--- src/rtl/dds_pkg.sv ---
`default_nettype none
// ============================================================================
// Module      : dds_pkg
// Description : Shared defaults, meter state encoding and helpers for the
//               DDS I/Q period meter.
// Revision    : 1.0  initial release
// ============================================================================
package dds_pkg;

    localparam int c_dw_def = 19;
    localparam int c_cw_def = 24;

    typedef enum logic [1:0] {
        ST_IDLE  = 2'd0,
        ST_ARM   = 2'd1,
        ST_COUNT = 2'd2,
        ST_DONE  = 2'd3
    } meter_state_t;

    // A request for zero crossings still needs one to define a period.
    function automatic logic [7:0] ncyc_eff(input logic [7:0] n);
        return (n == 8'd0) ? 8'd1 : n;
    endfunction

endpackage
`default_nettype wire

--- src/rtl/dds_iq_zcd.sv ---
`default_nettype none
// ============================================================================
// Module      : dds_iq_zcd
// Description : Splits the interleaved X/Y stream into pairs and flags
//               negative-to-positive zero crossings of X, one check per pair.
// Revision    : 1.0  initial release
// ============================================================================
module dds_iq_zcd
    import dds_pkg::*;
#(
    parameter int DW = c_dw_def
) (
    input  logic          dclk,
    input  logic          rst,
    input  logic          iq,
    input  logic [DW-1:0] doxy,
    output logic [DW-1:0] x,
    output logic [DW-1:0] y,
    output logic          xyv,
    output logic          xing
);

    logic [DW-1:0] r_hold;
    logic [DW-1:0] r_x;
    logic [DW-1:0] r_y;
    logic          r_xyv;
    logic          r_xing;

    always_ff @(posedge dclk) begin
        if (rst) begin
            r_hold <= '0;
            r_x    <= '0;
            r_y    <= '0;
            r_xyv  <= 1'b0;
            r_xing <= 1'b0;
        end else begin
            r_xyv  <= ~iq;
            r_xing <= 1'b0;
            if (iq) begin
                r_hold <= doxy;
            end else begin
                // Crossing compares the outgoing x against the one being loaded.
                r_x    <= r_hold;
                r_y    <= doxy;
                r_xing <= r_x[DW-1] & ~r_hold[DW-1];
            end
        end
    end

    assign x    = r_x;
    assign y    = r_y;
    assign xyv  = r_xyv;
    assign xing = r_xing;

endmodule
`default_nettype wire

--- src/rtl/dds_iq_meter.sv ---
`default_nettype none
// ============================================================================
// Module      : dds_iq_meter
// Description : Deinterleaves DDS X/Y samples and measures the period, in
//               pairs, over a requested number of X zero crossings.
//               Define DDS_IQ_METER_PEAK_EN to enable peak |X| tracking.
// Revision    : 1.0  initial release
// ============================================================================
module dds_iq_meter
    import dds_pkg::*;
#(
    parameter int DW = c_dw_def,
    parameter int CW = c_cw_def
) (
    input  logic          dclk,
    input  logic          rst,
    input  logic          iq,
    input  logic [DW-1:0] doxy,
    input  logic          start,
    input  logic [7:0]    ncyc,
    output logic [DW-1:0] x,
    output logic [DW-1:0] y,
    output logic          xyv,
    output logic [CW-1:0] per,
    output logic          perv,
    output logic          ovf,
    output logic          busy,
    output logic [DW-2:0] pk
);

    localparam logic [CW-1:0] c_cnt_max = '1;
    localparam logic [CW-1:0] c_cnt_one = CW'(1);

    meter_state_t  r_state;
    meter_state_t  w_state_nxt;
    logic [CW-1:0] r_cnt;
    logic [CW-1:0] w_cnt_nxt;
    logic [7:0]    r_rem;
    logic [7:0]    w_rem_nxt;
    logic          r_ovf;
    logic          w_ovf_nxt;
    logic          w_fin;
    logic          w_xing;
    logic [CW-1:0] r_per;
    logic          r_perv;

    dds_iq_zcd #(
        .DW   (DW)
    ) u_zcd (
        .dclk (dclk),
        .rst  (rst),
        .iq   (iq),
        .doxy (doxy),
        .x    (x),
        .y    (y),
        .xyv  (xyv),
        .xing (w_xing)
    );

    always_ff @(posedge dclk) begin
        if (rst) begin
            r_state <= ST_IDLE;
            r_cnt   <= '0;
            r_rem   <= '0;
            r_ovf   <= 1'b0;
            r_per   <= '0;
            r_perv  <= 1'b0;
        end else begin
            r_state <= w_state_nxt;
            r_cnt   <= w_cnt_nxt;
            r_rem   <= w_rem_nxt;
            r_ovf   <= w_ovf_nxt;
            r_perv  <= w_fin;
            if (w_fin) begin
                r_per <= w_cnt_nxt;
            end
        end
    end

    always_comb begin
        w_state_nxt = r_state;
        w_cnt_nxt   = r_cnt;
        w_rem_nxt   = r_rem;
        w_ovf_nxt   = r_ovf;
        w_fin       = 1'b0;
        case (r_state)
            ST_IDLE: begin
                if (start) begin
                    w_state_nxt = ST_ARM;
                    w_cnt_nxt   = '0;
                    w_rem_nxt   = ncyc_eff(ncyc);
                    w_ovf_nxt   = 1'b0;
                end
            end
            ST_ARM: begin
                if (xyv) begin
                    if (w_xing) begin
                        w_state_nxt = ST_COUNT;
                        w_cnt_nxt   = '0;
                    end else if (r_cnt == c_cnt_max - c_cnt_one) begin
                        w_state_nxt = ST_DONE;
                        w_cnt_nxt   = c_cnt_max;
                        w_ovf_nxt   = 1'b1;
                        w_fin       = 1'b1;
                    end else begin
                        w_cnt_nxt   = r_cnt + c_cnt_one;
                    end
                end
            end
            ST_COUNT: begin
                if (xyv) begin
                    // Saturation wins over a crossing that lands on the same pair.
                    if (r_cnt == c_cnt_max - c_cnt_one) begin
                        w_state_nxt = ST_DONE;
                        w_cnt_nxt   = c_cnt_max;
                        w_ovf_nxt   = 1'b1;
                        w_fin       = 1'b1;
                    end else begin
                        w_cnt_nxt = r_cnt + c_cnt_one;
                        if (w_xing) begin
                            w_rem_nxt = r_rem - 8'd1;
                            if (r_rem == 8'd1) begin
                                w_state_nxt = ST_DONE;
                                w_fin       = 1'b1;
                            end
                        end
                    end
                end
            end
            ST_DONE: begin
                w_state_nxt = ST_IDLE;
            end
            default: begin
                w_state_nxt = ST_IDLE;
            end
        endcase
    end

    assign per  = r_per;
    assign perv = r_perv;
    assign ovf  = r_ovf;
    assign busy = (r_state != ST_IDLE);

`ifdef DDS_IQ_METER_PEAK_EN
    logic [DW-1:0] w_neg;
    logic [DW-2:0] w_abs;
    logic [DW-2:0] r_pk;

    // The most negative sample has no positive twin, so it clips to full scale.
    always_comb begin
        w_neg = ~x + DW'(1);
        if (!x[DW-1]) begin
            w_abs = x[DW-2:0];
        end else if (w_neg[DW-1]) begin
            w_abs = '1;
        end else begin
            w_abs = w_neg[DW-2:0];
        end
    end

    always_ff @(posedge dclk) begin
        if (rst) begin
            r_pk <= '0;
        end else if (r_state == ST_IDLE && start) begin
            r_pk <= '0;
        end else if (xyv && (w_abs > r_pk)) begin
            r_pk <= w_abs;
        end
    end

    assign pk = r_pk;
`else
    assign pk = '0;
`endif

endmodule
`default_nettype wire

--- config.mk ---
export PLATFORM = sky130hd
export DESIGN_NAME = dds_iq_meter
export DESIGN_NICKNAME = d
export VERILOG_FILES = /design/src/rtl/dds_pkg.sv /design/src/rtl/dds_iq_zcd.sv /design/src/rtl/dds_iq_meter.sv
export SDC_FILE = /design/constraint.sdc
export NUM_CORES = 1
export LEC_CHECK = 0
export CAP_MARGIN = 20
export CORE_MARGIN = 4
export CORE_UTILIZATION = 47
export CTS_CLUSTER_DIAMETER = 150
export DETAILED_ROUTE_END_ITERATION = 6
export PLACE_DENSITY = 0.84
export SYNTH_ARGS = -nofsm -noshare
export SYNTH_HDL_FRONTEND = slang
export SYNTH_SLANG_ARGS = --single-unit
--- constraint.sdc ---
create_clock -name dclk -period 1.95 [get_ports dclk]
set_input_delay 0.39 -clock dclk [delete_from_list [all_inputs] [get_ports dclk]]
set_output_delay 0.39 -clock dclk [all_outputs]
set_load 0.02 [all_outputs]
Yosys cells after proc, flatten, opt, wreduce, memory -nomap -nowiden
Index checks and enable logic that the tools add are counted.
Storage, ports and cells
  flip-flop bits (word level): 119
  output and inout port bits: 84
Cells by class
  add/sub/neg operators: 2
  eq/ne operators: 14
  multiplexer cells: 35
  bitwise logic cells: 3
  reduce and logical (&&, ||, !) cells: 9
Operator list (number)
  $mux 24: 5
  $pmux 24 s3: 1
  $mux 8: 5
  $add 24x1->24 const B: 1
  $eq 24x24->1 const B: 1
  $mux 2: 8
  $pmux 8 s2: 1
  $mux 1: 12
  $reduce_and 5->1: 2
  $eq 8x1->1 const B: 1
  $logic_not 8->1: 1
  $pmux 2 s4: 1
  $sub 8x1->8 const B: 1
  $ne 2x1->1 const B: 3
  $ne 2x2->1 const B: 3
  $ne 3x2->1 const B: 2
  $reduce_and 6->1: 1
  $eq 2x2->1 const B: 2
  $reduce_bool 2->1: 2
  $ne 3x3->1 const B: 1
  $pmux 1 s3: 1
  $reduce_bool 3->1: 1
  $eq 2x1->1 const B: 1
  $logic_not 2->1: 1
  other kinds (4): 5

Depth between registers and ports, before layout
Gate-level depths: netlist of the first run.
  word-level depth: 6
  depth in mapped cells: 9

By module
From an unflattened synthesis of the first run, not the netlist that was laid out.
Unflattened totals
  cell total of the unflattened synthesis: 668
  area total of the unflattened synthesis: 5670.4 µm²
Modules (own cells, without submodules)
  dds_iq_meter: times used 1, cells an instance 458, area each 3579.7 µm²
  dds_iq_zcd: times used 1, cells an instance 210, area each 2090.8 µm²

Worst setup path before layout of the first run
Ideal clock, no wire load.
  path kind: register -> register
  start point: register r_cnt[4]
  end point: register r_rem[6]
  arrival: 1.961 ns
  required time: 1.816 ns
  setup slack: -0.145 ns
  stages on the path, launching flop included: 10
  buffers on the path: 4
  clock period less this slack: 2.095 ns
  cell sequence: dfxtp_1 > buf_4 > nand4_4 > buf_6 > or4_4 > buf_6 > o31a_1 > buf_6 > a21oi_1 > a211oi_1
Between the ends
  cells in the longest elaborated chain, start to end: 3
Ends and longest elaborated chain
  start: declaration: line dds_iq_meter.sv:36  | logic [CW-1:0] r_cnt;
  start signal: assignment: line dds_iq_meter.sv:70  | r_cnt <= w_cnt_nxt;
  $eq 24x24->1: line dds_iq_meter.sv:113  | if (r_cnt == c_cnt_max - c_cnt_one) begin
  $ne 2x2->1 (no line)
  $reduce_and 5->1 (no line)
  end signal: assignment: line dds_iq_meter.sv:71  | r_rem <= w_rem_nxt;
  end: declaration: line dds_iq_meter.sv:38  | logic [7:0] r_rem;
No other way between the ends.
A chain may end at the register's enable or synchronous reset.

Final worst setup path of the first run
  start point: register r_cnt[0]
  end point: register r_rem[0]
Same word-level chain as after synthesis.

==> results of run 1 <==
cells by family after synthesis:
logic type,synth area share
compound gates,0.231
fa+ha+maj,0.0177
buf+inv,0.0708
flops,0.421
other cells,0.000663
simple gates,0.214
mux,0.0445
final timing paths:
kind | to | slack [ps]
setup / recovery | r_rem[0] | -60
hold / removal | r_cnt[13] | 340
setup reg to reg | r_rem[0] | -60
hold reg to reg | u_zcd.xing | 440
registers in the layout, summed over array words and instances (netlist names), 2 cells and up:
name,count
r_cnt,24
u_zcd.y,19
r_rem,8
u_zcd.x,19
r_state,2
per,24
u_zcd.r_hold,19
through the flow:
stage | setup TNS (ps) | total power [µW] | hold WS (ps) | setup WS [ps] | cell area (µm²)
finish | -228 | 8880 | 335 | -62.7 | 8680
global route | -2650 | 9260 | 337 | -141 | 8680
CTS | 0 | 8510 | 284 | 4.42 | 8280
detailed placement | -5900 | 5240 | 440 | -248 | 7480
global placement | -4270 | 5170 | 413 | -178 | 7480
floorplan | -96.8 | 4120 | 402 | -41.0 | 5770
per-layer routing:
metal  part of all wire  track usage  routed length, µm  up-vias
met4              0.031        0.136                605        0
met5                  0            0                  0        -
met2               0.50        0.452               9530      237
met1               0.40        0.297               7690     2910
met3              0.073       0.0923               1400       51
li1                   -            -                  -     2837
cell type report:
class                   count  area (µm²)
inverters                  22        82.6
clock inverters            13         123
well taps                 143         179
repair buffers            236        2100
fillers                   807        2940
flip-flops and latches    119        2400
clock buffers              19         443
multi-input cells         488        3360
layout by cell type (no fill, tap or decap), types with 6 or more instances in the layout:
cell	netlist	layout
a211oi_1	17	9
nand2b_1	22	20
a211oi_2	0	8
clkdlybuf4s50_1	0	92
nand3_1	19	15
dfxtp_2	0	10
nor2_1	47	42
mux2i_1	24	24
nor3_1	14	11
o31ai_1	10	7
conb_1	1	18
nand2_1	67	64
nor4_1	10	7
o211ai_1	11	11
nand4_1	13	13
and3_1	7	6
buf_6	3	13
o21ai_0	17	11
dfxtp_1	119	108
buf_4	19	124
a21o_1	9	8
clkbuf_16	0	17
a21oi_2	1	9
inv_1	21	20
o21ai_1	0	6
a21oi_1	86	77
what timing repair did:
action / CTS / global route
setup buffers: 17 / 8
hold buffers: 0 / 0
pin swaps: 3 / 26
setup endpoints to repair: 53 / 51
gates resized for setup: 34 / 79
power breakdown:
part / internal, µW / switching, µW / leakage (µW)
combinational: 1490 / 1660 / 0.00223
sequential: 2600 / 145 / 0.000975
clock: 1790 / 1190 / 0.000266
==> flow_metrics.env, run 1 <==
export IMPL_status="finished with violations"
export IMPL_violations="setup timing"
export IMPL_cellPowerDensity_nw_per_um2=1020
export IMPL_hp_class="in -> reg"
export IMPL_die_y_um=118
export IMPL_netlist_area_leader_share=0.421
export IMPL_critPathLaunchType="flop"
export IMPL_stdcell_count=1040
export IMPL_grt_max_degree=79
export IMPL_wl_per_cell_um=18.5
export IMPL_antenna_cells=0
export IMPL_start_util=0.487
export IMPL_hold_depth=2
export IMPL_drtAntennaViolNets=0
export IMPL_synth_top_cell_by_area="dfxtp_1"
export IMPL_max_freq_mhz=497
export IMPL_worstPathArrival_ps=2310
export IMPL_cp_cell_sequence="inv_1, ha_1, nand4_1, or4_4, o31a_1, buf_6, a21oi_2, nor3_2"
export IMPL_path_clk_slew_ps=50
export IMPL_required_ps=2250
export IMPL_root_buffer="clkbuf_16"
export IMPL_end_kind="flop"
export IMPL_startpoint="r_cnt[0]"
export IMPL_routabilityCongestion=0.940
export IMPL_relSlewSlack=0.633
export IMPL_fin_ws_ps=-62.7
export IMPL_maxCapViolations=0
export IMPL_antenna_found_initial=0
export IMPL_core_region_area_um2=11600
export IMPL_ir_drop_mv=0.785
export IMPL_worst_path_max_fanout=6
export IMPL_rsz0062_at_grt="true"
export IMPL_cts_made_buffers=17
export IMPL_dp_cells=985
export IMPL_grt_ovfl_total=0
export IMPL_die_x_um=118
export IMPL_drc=0
export IMPL_drt_total_wl_um=19200
export IMPL_clock_skew_ps=6.46
export IMPL_finalCritPeriodShare=1.03
export IMPL_drt_iter0_markers=439
export IMPL_vias=6035
export IMPL_crit_buf_inv=2
export IMPL_leakagePower_uw=0.00347
export IMPL_rows=39
export IMPL_first_pass_iters=6
export IMPL_r2r_cells=8
export IMPL_synthFlopType="dfxtp_1"
export IMPL_synth_area_top_cells="dfxtp_1, a21oi_1, nand2_1, mux2i_1, nor2_1"
export IMPL_slowest_delay_ps=520
export IMPL_synth_common_cells="dfxtp_1, a21oi_1, nand2_1"
export IMPL_cts_tree="yes"
export IMPL_hold_viol=0
export IMPL_avgViaCountPerCell=5.80
export IMPL_fin_nets=923
export IMPL_area_growth_pct=53.5
export IMPL_synth_edf_count=0
export IMPL_hold_start="rst"
export IMPL_worstMarginPinSlew_ps=545
export IMPL_fin_crit_ps=2010
export IMPL_cts_htree_levels=4
export IMPL_grt_pass1_wl_um=30000
export IMPL_avgSynthCellArea_um2=8.44
export IMPL_yosysWarningCount=0
export IMPL_synth_most_common_cell="dfxtp_1"
export IMPL_synth_cell_types=66
export IMPL_dp_hpwl_um=12900
export IMPL_clock_sinks=119
export IMPL_cts_max_path_buffers=2
export IMPL_cp_num_cells=8
export IMPL_drive_gt1_frac=0.307
export IMPL_rr_startpoint="r_cnt[0]"
export IMPL_worstSkewPairLatency_ps=420
export IMPL_numPortBuffers=96
export IMPL_cp_slowest_cell="or4_4"
export IMPL_synth_seq_cells=119
export IMPL_setup_viol=8
export IMPL_final_core_util=0.747
export IMPL_die_area_um2=13900
export IMPL_ys_seq_area_frac=0.421
export IMPL_ioPinCount=115
export IMPL_syn_inst=670
export IMPL_async_reset_ff_frac=0
export IMPL_syn_area_um2=5660
export IMPL_slew_violations=0
export IMPL_grt_pass1_vias=6024
export IMPL_path_class="reg -> reg"
export IMPL_path_delay_family="simple AND/OR/NAND/NOR gates"
export IMPL_grtUsageTotal=0.267
Power figures use the tool's default switching activity.
==> inputs of run 2 (changes only) <==
--- a/config.mk
+++ b/config.mk
@@ -6,7 +6,7 @@
 export NUM_CORES = 1
 export LEC_CHECK = 0
 export CAP_MARGIN = 20
-export CORE_MARGIN = 4
+export CORE_MARGIN = 10
 export CORE_UTILIZATION = 47
 export CTS_CLUSTER_DIAMETER = 150
 export DETAILED_ROUTE_END_ITERATION = 6
==> run 2 against run 1 <==
  * The flow still finishes with violations (setup timing)
  * Die area is 21% higher
  * Sequential power is 1% lower
  * Non-clock buffer count is 8 lower
  * First-iteration DRC count is 8.2% higher
  * Via count is 0.40% higher
  * Clock-buffer cell count stayed put
  * Fmax is 4.1% lower
  * Wire length is 4.9% higher
  * Critical endpoint unchanged
  * Largest power group is now the clock network
==> flow_metrics.env, run 2 (synthesis gave the netlist of run 1 again) <==
export IMPL_most_common_layout_cells="buf_4, dfxtp_1, clkdlybuf4s50_1, a21oi_1, nand2_1"
export IMPL_r2r_cells=9
export IMPL_rr_startpoint="r_cnt[0]"
export IMPL_crit_buf_inv=3
export IMPL_r2r_setup_slack_ps=-150
export IMPL_status="finished with violations"
export IMPL_core_region_area_um2=11900
export IMPL_die_area_um2=16800
export IMPL_worstPathArrival_ps=2400
export IMPL_hold_end="r_cnt[13]"
export IMPL_path_delay_family="simple AND/OR/NAND/NOR gates"
export IMPL_maxCapViolations=0
export IMPL_hold_start="rst"
export IMPL_relSlewSlack=0.597
export IMPL_final_common_cell="buf_4"
export IMPL_worstSkewPairLatency_ps=420
export IMPL_cts_max_path_buffers=2
export IMPL_clock_sinks=119
export IMPL_slew_violations=0
export IMPL_worst_path_max_fanout=7
export IMPL_grt_pass1_wl_um=31200
export IMPL_grt_max_degree=50
export IMPL_rows=40
export IMPL_path_class="reg -> reg"
export IMPL_grtUsageTotal=0.235
export IMPL_grt_pass1_vias=6039
export IMPL_fin_crit_ps=2100
export IMPL_numPortBuffers=96
export IMPL_required_ps=2250
export IMPL_whs_ps=322
export IMPL_fin_nets=915
export IMPL_cts_tree="yes"
export IMPL_final_core_util=0.729
export IMPL_hp_class="in -> reg"
export IMPL_rr_endpoint="r_rem[0]"
export IMPL_hold_depth=2
export IMPL_drive_gt1_frac=0.298
export IMPL_wl_per_cell_um=19.5
export IMPL_finalCritPeriodShare=1.08
export IMPL_drt_total_wl_um=20200
export IMPL_cts_made_buffers=17
export IMPL_path_clk_slew_ps=60
export IMPL_setup_viol=39
export IMPL_max_freq_mhz=476
export IMPL_cts_htree_levels=4
export IMPL_worstMarginPinSlew_ps=604
export IMPL_antenna_cells=0
export IMPL_fillers=851
export IMPL_cp_cell_sequence="inv_2, ha_4, nand4_1, buf_4, or4_4, o31a_1, buf_6, a21oi_2, nor3_2"
export IMPL_drc=0
export IMPL_vias=6059
export IMPL_routabilityCongestion=0.962
export IMPL_fin_ws_ps=-149
export IMPL_antenna_found_initial=0
export IMPL_startpoint="r_cnt[0]"
export IMPL_area_growth_pct=53.6
export IMPL_drt_iter0_markers=475
export IMPL_first_pass_iters=5
export IMPL_die_x_um=130
export IMPL_ioPinCount=115
export IMPL_end_kind="flop"
export IMPL_start_util=0.475
export IMPL_avgViaCountPerCell=5.85
export IMPL_dp_hpwl_um=14100
export IMPL_hold_viol=0
export IMPL_ir_drop_mv=0.795
export IMPL_critPathLaunchType="flop"
export IMPL_drtAntennaViolNets=0
export IMPL_slowest_delay_ps=490
export IMPL_cp_slowest_cell="or4_4"
export IMPL_rsz0062_at_grt="true"
export IMPL_die_y_um=130
export IMPL_leakagePower_uw=0.00342
export IMPL_root_buffer="clkbuf_16"
export IMPL_cellPowerDensity_nw_per_um2=1040
export IMPL_violations="setup timing"
export IMPL_grt_ovfl_total=0
export IMPL_clock_skew_ps=6.23
## run 2: cell type report
class,count,area [µm²],area share
Multi-Input combinational cell,488,3370,0.388
Sequential cell,119,2390,0.275
Tap cell,147,184,0.0212
Timing Repair Buffer,228,2020,0.233
Clock inverter,13,194,0.0223
Inverter,22,82.6,0.00951
Clock buffer,19,443,0.0510
## run 2: stage by stage
stage	cell area [µm²]	setup TNS [ps]	worst slack, ps	power [µW]	cells
CTS	8430	-1470	-132	8780	1032
global placement	7500	-3300	-130	5180	991
floorplan	5770	-96.8	-41.0	4120	687
global route	8690	-5820	-217	9420	1036
detailed placement	7500	-6200	-212	5280	991
finish	8690	-2500	-149	9060	1036
## run 2: worst max path at each step
stage	to	slack, ps	depth (start not counted)
6_report	r_rem[0]	-150	9
5_1_grt	per[11]	-220	11
4_1_cts	r_rem[0]	-130	9
3_5_place_dp	per[14]	-210	6
3_3_place_gp	per[11]	-130	6
2_1_floorplan	per[16]	-40	8
## run 2: layer usage
metal,track usage,vias to the layer above,wire length (µm)
li1,-,2821,-
met1,0.261,2918,7920
met2,0.393,274,9870
met3,0.0897,46,1890
met4,0.104,0,495
met5,0,-,0
## run 2: repair_timing
action                                  in CTS  in global routing
hold buffers                                 0                  0
buffers inserted                             9                  5
endpoints found under the setup margin      48                 58
pin swaps                                   20                 20
gates resized for setup                     54                 55
## run 2: worst register-to-register path: stages (launching register included)
cell and delay [ps]:
dfxtp_2 330, inv_2 60, ha_4 120, nand4_1 70
buf_4 160, or4_4 490, o31a_1 400, buf_6 170
a21oi_2 120, nor3_2 50
## run 2: power by group
group	leakage [µW]	internal, µW	total, µW	switching, µW
Clock	0.000296	2180	3380	1190
Sequential	0.000973	2600	2710	117
Combinational	0.00215	1330	2980	1650
Total	0.00342	6110	9060	2960
